===== src/rtl/if_fetch.sv =====
// Instruction-fetch stage: fetches each 32-bit instruction as four byte reads
// through the memory controller's byte-wide IF port and assembles them
// little-endian. It presents the result to IF/ID, honours redirects from EX
// and the pipeline stall vector.
// Ports: clk/rst (sync, active-high); stall[0]=PC hold, stall[1]=IF/ID hold;
//   branch_flag_i/branch_target_i redirect; mem_req_o/mem_addr_o/mem_gnt_i/
//   mem_data_i byte port (data one cycle after grant); get_inst/if_pc/if_inst
//   to IF/ID. All outputs are registered.
module if_fetch #(
  parameter int                ADDR_W   = 32,
  parameter logic [ADDR_W-1:0] RESET_PC = '0
) (
  input  logic              clk,
  input  logic              rst,
  input  logic [5:0]        stall,
  input  logic              branch_flag_i,
  input  logic [ADDR_W-1:0] branch_target_i,
  output logic              mem_req_o,
  output logic [ADDR_W-1:0] mem_addr_o,
  input  logic              mem_gnt_i,
  input  logic [7:0]        mem_data_i,
  output logic              get_inst,
  output logic [ADDR_W-1:0] if_pc,
  output logic [31:0]       if_inst
);

  typedef enum logic {FETCH = 1'b0, DONE = 1'b1} state_t;

  localparam logic [ADDR_W-1:0] PC_STEP = ADDR_W'(4);

  state_t            state, state_n;
  logic [ADDR_W-1:0] pc, pc_n;
  logic [2:0]        issue_cnt, issue_n;
  logic [2:0]        recv_cnt, recv_n;
  logic [31:0]       inst_buf, inst_n;
  logic              drop;      // discard the byte returning this cycle
  logic              byte_due;  // a byte was granted last cycle

  logic              grant, byte_ok, last_byte;
  logic              req_n, get_n;
  logic [ADDR_W-1:0] addr_n, if_pc_n;
  logic [31:0]       if_inst_n;

  // Only stall[1:0] concern this stage.
  logic unused_stall;
  assign unused_stall = ^stall[5:2];

  assign grant     = mem_req_o & mem_gnt_i;
  assign byte_ok   = byte_due & ~drop;
  assign last_byte = (state == FETCH) && byte_ok && (recv_cnt == 3'd3);

  // State register and fetch datapath.
  always_ff @(posedge clk) begin
    if (rst) begin
      state     <= FETCH;
      pc        <= RESET_PC;
      issue_cnt <= '0;
      recv_cnt  <= '0;
      inst_buf  <= '0;
      drop      <= 1'b0;
      // Clearing byte_due drops any byte still in flight across reset.
      byte_due  <= 1'b0;
    end else begin
      state     <= state_n;
      pc        <= pc_n;
      issue_cnt <= issue_n;
      recv_cnt  <= recv_n;
      inst_buf  <= inst_n;
      drop      <= branch_flag_i & grant;
      byte_due  <= grant;
    end
  end

  // Next-state logic.
  always_comb begin
    state_n = state;
    pc_n    = pc;
    issue_n = issue_cnt + {2'b00, grant};
    recv_n  = recv_cnt + {2'b00, byte_ok};
    inst_n  = inst_buf;
    if (state == FETCH && byte_ok)
      inst_n[{recv_cnt[1:0], 3'b000} +: 8] = mem_data_i;
    if (branch_flag_i) begin
      state_n = FETCH;
      pc_n    = branch_target_i;
      issue_n = '0;
      recv_n  = '0;
    end else begin
      case (state)
        FETCH: if (last_byte) state_n = DONE;
        DONE: begin
          if (!stall[1]) begin
            state_n = FETCH;
            pc_n    = pc + PC_STEP;
            issue_n = '0;
            recv_n  = '0;
          end
        end
        default: state_n = FETCH;
      endcase
    end
  end

  // Next values of the registered outputs.
  always_comb begin
    req_n     = 1'b0;
    addr_n    = pc_n + {{(ADDR_W-3){1'b0}}, issue_n};
    get_n     = get_inst;
    if_pc_n   = if_pc;
    if_inst_n = if_inst;
    if (branch_flag_i) begin
      // A redirect kills any held instruction, even one being transferred.
      get_n = 1'b0;
    end else begin
      case (state)
        FETCH: begin
          if (last_byte) begin
            get_n     = 1'b1;
            if_pc_n   = pc;
            if_inst_n = inst_n;
          end else if (mem_req_o && !mem_gnt_i) begin
            // An outstanding request is held until granted.
            req_n = 1'b1;
          end else begin
            req_n = (issue_n < 3'd4) && !stall[0];
          end
        end
        DONE: if (!stall[1]) get_n = 1'b0;
        default: get_n = 1'b0;
      endcase
    end
  end

  always_ff @(posedge clk) begin
    if (rst) begin
      mem_req_o  <= 1'b0;
      mem_addr_o <= '0;
      get_inst   <= 1'b0;
      if_pc      <= '0;
      if_inst    <= '0;
    end else begin
      mem_req_o  <= req_n;
      mem_addr_o <= addr_n;
      get_inst   <= get_n;
      if_pc      <= if_pc_n;
      if_inst    <= if_inst_n;
    end
  end

endmodule


===== config.mk =====
export PLATFORM = sky130hd
export DESIGN_NAME = if_fetch
export DESIGN_NICKNAME = d
export VERILOG_FILES = /design/src/rtl/if_fetch.sv
export SDC_FILE = /design/constraint.sdc
export NUM_CORES = 1
export LEC_CHECK = 0
export ABC_AREA = 1
export CORE_ASPECT_RATIO = 1.75
export CORE_MARGIN = 5
export CORE_UTILIZATION = 53
export CTS_CLUSTER_SIZE = 8
export DETAILED_ROUTE_END_ITERATION = 12
export PLACE_DENSITY = 0.82
export SYNTH_ARGS = -nofsm -noshare
export SYNTH_HDL_FRONTEND = slang
export SYNTH_SLANG_ARGS = --single-unit

===== constraint.sdc =====
create_clock -name clk -period 4 [get_ports clk]
set_clock_uncertainty 0.05 [all_clocks]
set_input_delay 0.6 -clock clk [delete_from_list [all_inputs] [get_ports clk]]
set_output_delay 0.6 -clock clk [all_outputs]
set_load 0.02 [all_outputs]

==> summary.txt, run 1 <==
Outcome
  – Status: finished, final reports clean

Synthesis
  – Synth Register Bits: 171
  – Synth Warn #: 0
  – Post-Syn Area: 8260 um2
  – Net count after synthesis: 1,245
  – Syn avg cell area: 6.99 um2
  – Sequential-to-total area share from yosys stat: 41.5%
  – Netlist cell types: 40
  – Mapped Cells: 1,181

Route
  – Top layer in use: met4
  – Routed len/inst: 14.8 um
  – Routed via count: 7,962
  – Met1 wire length: 8380 um
  – DRC: 0
  – DR iter-0 viols: 521
  – Post-DRT Antenna Nets: 0
  – Drt first pass iters: 7
  – Wire length on met2: 11,700 um
  – Via-to-Cell Ratio: 5.30
  – DR WL met3: 1040 um
  – Post-Route WL: 22,200 um

Worst hold path
  – Hold EP: if_pc[21]
  – Hold Path Depth: 2
  – Hold Crit Class: reg2reg
  – Hold Crit Start: if_pc[21]

Run
  – Max_cap viols: 0

Power and ir drop
  – Proportion of power drawn by combinational gates: 9.7%
  – P_sw: 1.04 mW
  – P_leak: 4.16 nW
  – Flop pwr share: 46.6%
  – Pint: 2.79 mW
  – Power Density: 369 nW/um2
  – Clock group share of total power: 43.6%
  – IR drop worst, VDD: 0.260 mV
  – Total power: 3.83 mW
  – Switching Fraction: 27.1%

Place
  – DP Area: 9780 um2
  – Placed cells: 1,471
  – IO Port Bufs: 143
  – HPWL Detailed: 16,600 um
  – Gpl congestion: 0.918
  – Place WS: 0.192 ns

Global routing
  – Pin count of the biggest net entering global routing: 65
  – Antenna violations before repair: 0
  – First-pass GRT wire length: 35,800 um
  – Grt ovf: 0
  – Vias in the first global route: 7,664
  – Tot GR Track Use: 23.8%

Clock tree
  – CTS resizes: 0
  – Root Driver: clkbuf_16
  – Clock sink total: 171
  – Clock buffer count from CTS: 17
  – Worst-case clock buffer depth: 2
  – CTS tree: done
  – Hold_buf cts: 0
  – Worst-Skew Late Latency: 0.42 ns
  – H-tree Lvls: 4
  – Setup bufs post-CTS: 0
  – Clock-pin transition on the worst setup and hold timing paths: 0.07 ns

Timing
  – Setup violators final: 0
  – Actual slew at the worst max-slew pin: 0.887 ns
  – Final setup margin: 0.580 ns
  – Min Hold Slack: 0.412 ns
  – Final min period: 3.42 ns
  – Max Clk Rate: 0.292 GHz
  – RSZ-0062 raised after global routing: false
  – Total negative slack: 0 ns
  – Final period utilization: 85.5%
  – Final-report hold violation count: 0
  – Slew headroom: 40.7%
  – Fin. max-slew vios: 0

Floorplan
  – Core footprint: 15,300 um2
  – Die width: 104 um
  – DIE HEIGHT: 175 um
  – Std-Cell Rows: 60
  – Starting Density: 53.9%
  – I/O pin cnt: 148
  – Die Area: 18,300 um2

Final layout
  – Most frequent cells in the layout: nand2_1 (254), nor2_1 (204), dfxtp_1 (171)
  – Utilization after layout: 67.8%
  – Most common cell after layout, fill and taps aside: nand2_1
  – Layout cell share with drive strength beyond 1: 11.2%
  – Final-stage net count: 1,368
  – Post-route cell area: 10,400 um2
  – Area grow syn2layout: 25.8%
  – Finished Layout Cells: 1,503
  – # diodes: 0

Setup path
  – CP peak stage delay: 0.44 ns
  – R2r startpoint: mem_req_o
  – CP cell instances: clkdlybuf4s50_1, nand2_1, inv_1, ha_1, ha_1, xor2_1, inv_1, nor2_1, ha_1, nand3_1, nand2_1, nand3_1, nor2_2, nand3_1, nor2_2, nand2_1, nor2_1, nand3_1, o21ai_1, nand2_1
  – Crit-path slowest cell: clkdlybuf4s50_1
  – WP data required: 4.27 ns
  – Arrival time worst endpoint: 3.69 ns
  – Reg2reg path depth: 19
  – Reg2reg setup slack: 0.87 ns
  – CP Launch Type: input port
  – R2R Path End: mem_addr_o[29]
  – Worst Setup End Kind: flop
  – Crit path kind: in2reg
  – Critical-path maximum fanout: 4
==> critical path: cells and delay by family <==
| family | cells | cell delay (ns) |
|---|---|---|
| xor gates and xnor gates | 1 | 0.15 |
| buffers and inverters | 3 | 0.56 |
| adders and majority gates | 3 | 0.68 |
| and+or+nand+nor | 12 | 1.52 |
| AOI/OAI and AO/OA | 1 | 0.18 |
==> worst max path at each step <==
| stage | end | slack [ns] | from |
|---|---|---|---|
| floorplan | mem_addr_o[18] | 0.76 | branch_flag_i |
| global placement | mem_addr_o[29] | 0.26 | mem_gnt_i |
| detailed placement | mem_addr_o[29] | 0.19 | mem_gnt_i |
| CTS | mem_addr_o[29] | 0.63 | mem_gnt_i |
| global route | mem_addr_o[21] | 0.32 | mem_gnt_i |
| finish | mem_addr_o[29] | 0.58 | mem_gnt_i |
==> registers in the layout, summed over array words and instances (netlist names), 3 cells and up <==
register and count:
inst_buf 32, mem_addr_o 32, if_pc 32, if_inst 32, issue_cnt 3, pc 32, recv_cnt 3
==> cell usage after synthesis <==
master,instances,share of area [%]
nand2_1,255,12
nor2_1,204,9.3
dfxtp_1,171,41
nand3_1,101,6.1
inv_1,99,4.5
a21oi_1,85,5.2
o21ai_0,50,3.0
clkbuf_1,30,1.4
nand2_2,21,1.6
or2_2,21,1.6
nor2_4,17,2.3
ha_1,13,2.0
nor2_2,13,0.99
buf_2,12,0.73
nand4_1,12,0.91
nor3_1,11,0.67
nand3_2,10,1.2
inv_2,9,0.41
o41ai_1,8,0.85
nand2_4,5,0.68
buf_1,4,0.18
clkinv_1,4,0.18
nor2_8,3,0.73
o21ai_1,3,0.18
and2_1,2,0.15
nand3_4,2,0.42
o21a_1,2,0.18
o21bai_1,2,0.18
a2bb2oi_1,1,0.11
a31oi_1,1,0.076
buf_4,1,0.091
buf_6,1,0.14
fa_1,1,0.24
nand3b_1,1,0.091
nand4_2,1,0.15
nor4_1,1,0.076
o21ai_2,1,0.11
or2_0,1,0.076
xnor2_1,1,0.11
xor2_1,1,0.11
==> cell families (layout without fill, tap and decap cells) <==
logic type / Yosys count / count (layout) / synth area share [%]
simple gates: 681 / 681 / 38.6
flops: 171 / 171 / 41.5
buf+inv: 160 / 296 / 7.59
compound gates: 153 / 153 / 9.87
fa+ha+maj: 14 / 14 / 2.21
xor+xnor: 2 / 2 / 0.212
==> cell type report <==
class / instances / area (um2)
timing repair buffer: 152 / 1500
tap: 186 / 233
inverter: 112 / 420
clock inverter: 15 / 176
clock buffer: 17 / 425
fill: 1312 / 4930
sequential: 171 / 3420
multi-input combinational: 850 / 4210
==> per-layer routing <==
layer / vias up / track usage (%)
met1: 3584 / 25.3
met5: - / 0
met4: 0 / 12.8
met3: 71 / 3.33
met2: 286 / 44.3
li1: 4021 / -
==> power by group through the flow <==
stage / Clock [mW] / Combinational (mW) / Sequential, mW
2_1_floorplan: 0 / 0.202 / 1.84
3_3_place_gp: 0 / 0.363 / 1.82
3_5_place_dp: 0 / 0.367 / 1.82
6_report: 1.67 / 0.372 / 1.79
5_1_grt: 1.78 / 0.407 / 1.79
4_1_cts: 1.69 / 0.371 / 1.78
Note: power is estimated with default switching activity, not from simulation.
==> run 2, diff against run 1 <==
==> constraint.sdc (replaced) <==
create_clock -name clk -period 3.2 [get_ports clk]
set_clock_uncertainty 0.05 [all_clocks]
set_input_delay 0.48 -clock clk [delete_from_list [all_inputs] [get_ports clk]]
set_output_delay 0.48 -clock clk [all_outputs]
set_load 0.02 [all_outputs]
==> run 2 against run 1 <==
Setup slack lost 0.38 ns. Largest cell class unchanged. Cell count increased by 2.1%. Clock-buffer cell count rose by 1. Critical path depth up 2. Hold slack got worse by 0.010 ns. Wire length grew 2.0%. Combinational power is 29% higher. Critical path type unchanged.
==> summary.txt, run 2 (synthesis results as in run 1) <==
Power and ir drop
  – P_leak: 4.31 nW (+3.7%)
  – Power Density: 448 nW/um2 (+22%)
  – Total power: 4.78 mW (+25%)
  – IR drop worst, VDD: 0.344 mV (+32%)

Final layout
  – # diodes: 0 (unchanged)
  – Most frequent cells in the layout: nand2_1 (252), nor2_1 (202), dfxtp_1 (171)
  – FILL cells: 1,237 (-5.7%)
  – Utilization after layout: 69.6% (+1.8 points)
  – Area grow syn2layout: 29.1%
  – Most common cell after layout, fill and taps aside: nand2_1
  – Final-stage net count: 1,399 (+2.3%)
  – Layout cell share with drive strength beyond 1: 13.6% (+2.4 points)
  – Finished Layout Cells: 1,534 (+2.1%)

Timing
  – Slew headroom: 52.8% (+12 points)
  – Final min period: 3.00 ns
  – Max Clk Rate: 0.334 GHz
  – Setup violators final: 0 (unchanged)
  – Actual slew at the worst max-slew pin: 0.709 ns (-0.178 ns)
  – Final-report hold violation count: 0 (unchanged)
  – Fin. max-slew vios: 0 (unchanged)
  – Min Hold Slack: 0.402 ns (-0.0103 ns)
  – Final period utilization: 93.7%
  – Total negative slack: 0 ns (unchanged)

Clock tree
  – CTS tree: done
  – Worst-case clock buffer depth: 2 (unchanged)
  – Clock sink total: 171 (unchanged)
  – Clock-pin transition on the worst setup and hold timing paths: 0.07 ns (about the same)
  – H-tree Lvls: 4 (unchanged)
  – Clock buffer count from CTS: 17 (unchanged)
  – Root Driver: clkbuf_16
  – Worst-Skew Late Latency: 0.42 ns (about the same)

Floorplan
  – Starting Density: 53.9% (unchanged)
  – Die width: 104 um (unchanged)
  – DIE HEIGHT: 175 um (unchanged)
  – Die Area: 18,300 um2 (unchanged)
  – I/O pin cnt: 148 (unchanged)
  – Std-Cell Rows: 60 (unchanged)
  – Core footprint: 15,300 um2 (unchanged)

Setup path
  – Crit-path slowest cell: clkdlybuf4s50_1
  – CP peak stage delay: 0.41 ns (-0.03 ns)
  – Critical Path Most Common Cell: nand2_1
  – Worst Setup End Kind: flop
  – Crit path kind: in2reg
  – R2r startpoint: mem_req_o
  – Critical-path maximum fanout: 4 (unchanged)
  – CP Launch Type: input port
  – CP startpoint: mem_gnt_i
  – WP data required: 3.47 ns (-0.80 ns)
  – Reg2reg path depth: 21 (+2)
  – CP cell instances: clkdlybuf4s50_1, nand2_1, inv_1, ha_1, ha_1, xor2_1, inv_1, nor2_1, ha_1, nand3_1, nand2_2, nand3_2, nor2_2, nand2_1, nor2_2, nand2_2, nor2_4, nand3_4, nor2_4, nand2_1, nand2_1, nand2_1
  – Arrival time worst endpoint: 3.27 ns (-0.42 ns)

Place
  – IO Port Bufs: 143 (unchanged)
  – HPWL Detailed: 17,000 um (+2.4%)
  – Placed cells: 1,502 (+2.1%)
  – Gpl congestion: 0.916 (-0.22%)

Global routing
  – Tot GR Track Use: 24.2% (+0.40 points)
  – Pin count of the biggest net entering global routing: 70 (+7.7%)
  – Grt ovf: 0 (unchanged)
  – First-pass GRT wire length: 36,400 um (+1.6%)
  – Vias in the first global route: 7,718 (+0.70%)
  – Antenna violations before repair: 0 (unchanged)

Worst hold path
  – Hold Path Depth: 2 (unchanged)
  – Hold Crit Start: rst
  – Hold Crit Class: in2reg

Run
  – Max_cap viols: 0 (unchanged)

Route
  – Post-DRT Antenna Nets: 0 (unchanged)
  – Via-to-Cell Ratio: 5.27 (-0.47%)
  – DRC: 0 (unchanged)
  – Routed via count: 8,088 (+1.6%)
  – Post-Route WL: 22,700 um (+2.0%)
  – Routed len/inst: 14.8 um (about the same)
  – DR iter-0 viols: 567 (+8.8%)
  – Drt first pass iters: 6 (-1)

Outcome
  – Status: finished, final reports clean
-- run 2: final timing paths --
kind | endpoint | slack [ns]
setup / recovery | mem_addr_o[31] | 0.20
hold / removal | pc[9] | 0.40
setup reg to reg | mem_addr_o[31] | 0.36
hold reg to reg | if_pc[29] | 0.41
-- run 2: repair_timing --
item | CTS | global route
hold buffers | 0 | 0
gates resized for setup | 0 | 6
buffers inserted | 0 | 0
setup endpoints to repair | 0 | 10
-- run 2: cell type report --
cell class	instances	area [um2]	share of cell area [%]
Clock buffer	18	439	4.12
Clock inverter	14	150	1.41
Multi-Input combinational cell	850	4230	39.7
Inverter	112	420	3.94
Tap cell	186	233	2.18
Timing Repair Buffer	183	1770	16.6
Sequential cell	171	3420	32.1
-- run 2: worst max-delay path, delay by kind of cell --
family	cells	cell delay [ns]
buffers and inverters	3	0.53
AND/OR/NAND/NOR	15	1.44
XOR/XNOR	1	0.15
adder cells (fa/ha/maj)	3	0.66
-- run 2: metal layers --
layer | up-vias | track usage, % | part of all wire, %
li1 | 4076 | - | -
met2 | 305 | 44.7 | 53
met5 | - | 0 | 0
met1 | 3634 | 25.9 | 37
met4 | 0 | 13.3 | 4.8
met3 | 73 | 3.33 | 5.1
-- run 2: metrics by stage --
| step | area, um2 | worst slack [ns] |
|---|---|---|
| 3_5_place_dp | 10100 | -0.258 |
| 2_1_floorplan | 8260 | 0.0807 |
| 3_3_place_gp | 10100 | -0.231 |
| 5_1_grt | 10700 | -0.00751 |
| 6_report | 10700 | 0.202 |
| 4_1_cts | 10600 | 0.181 |
-- run 2: power by group --
group          leakage, nW  total (mW)  switching (mW)  internal, mW
logic                 2.64       0.481           0.287         0.193
clock network        0.282        2.07           0.939          1.13
registers             1.39        2.23          0.0483          2.18
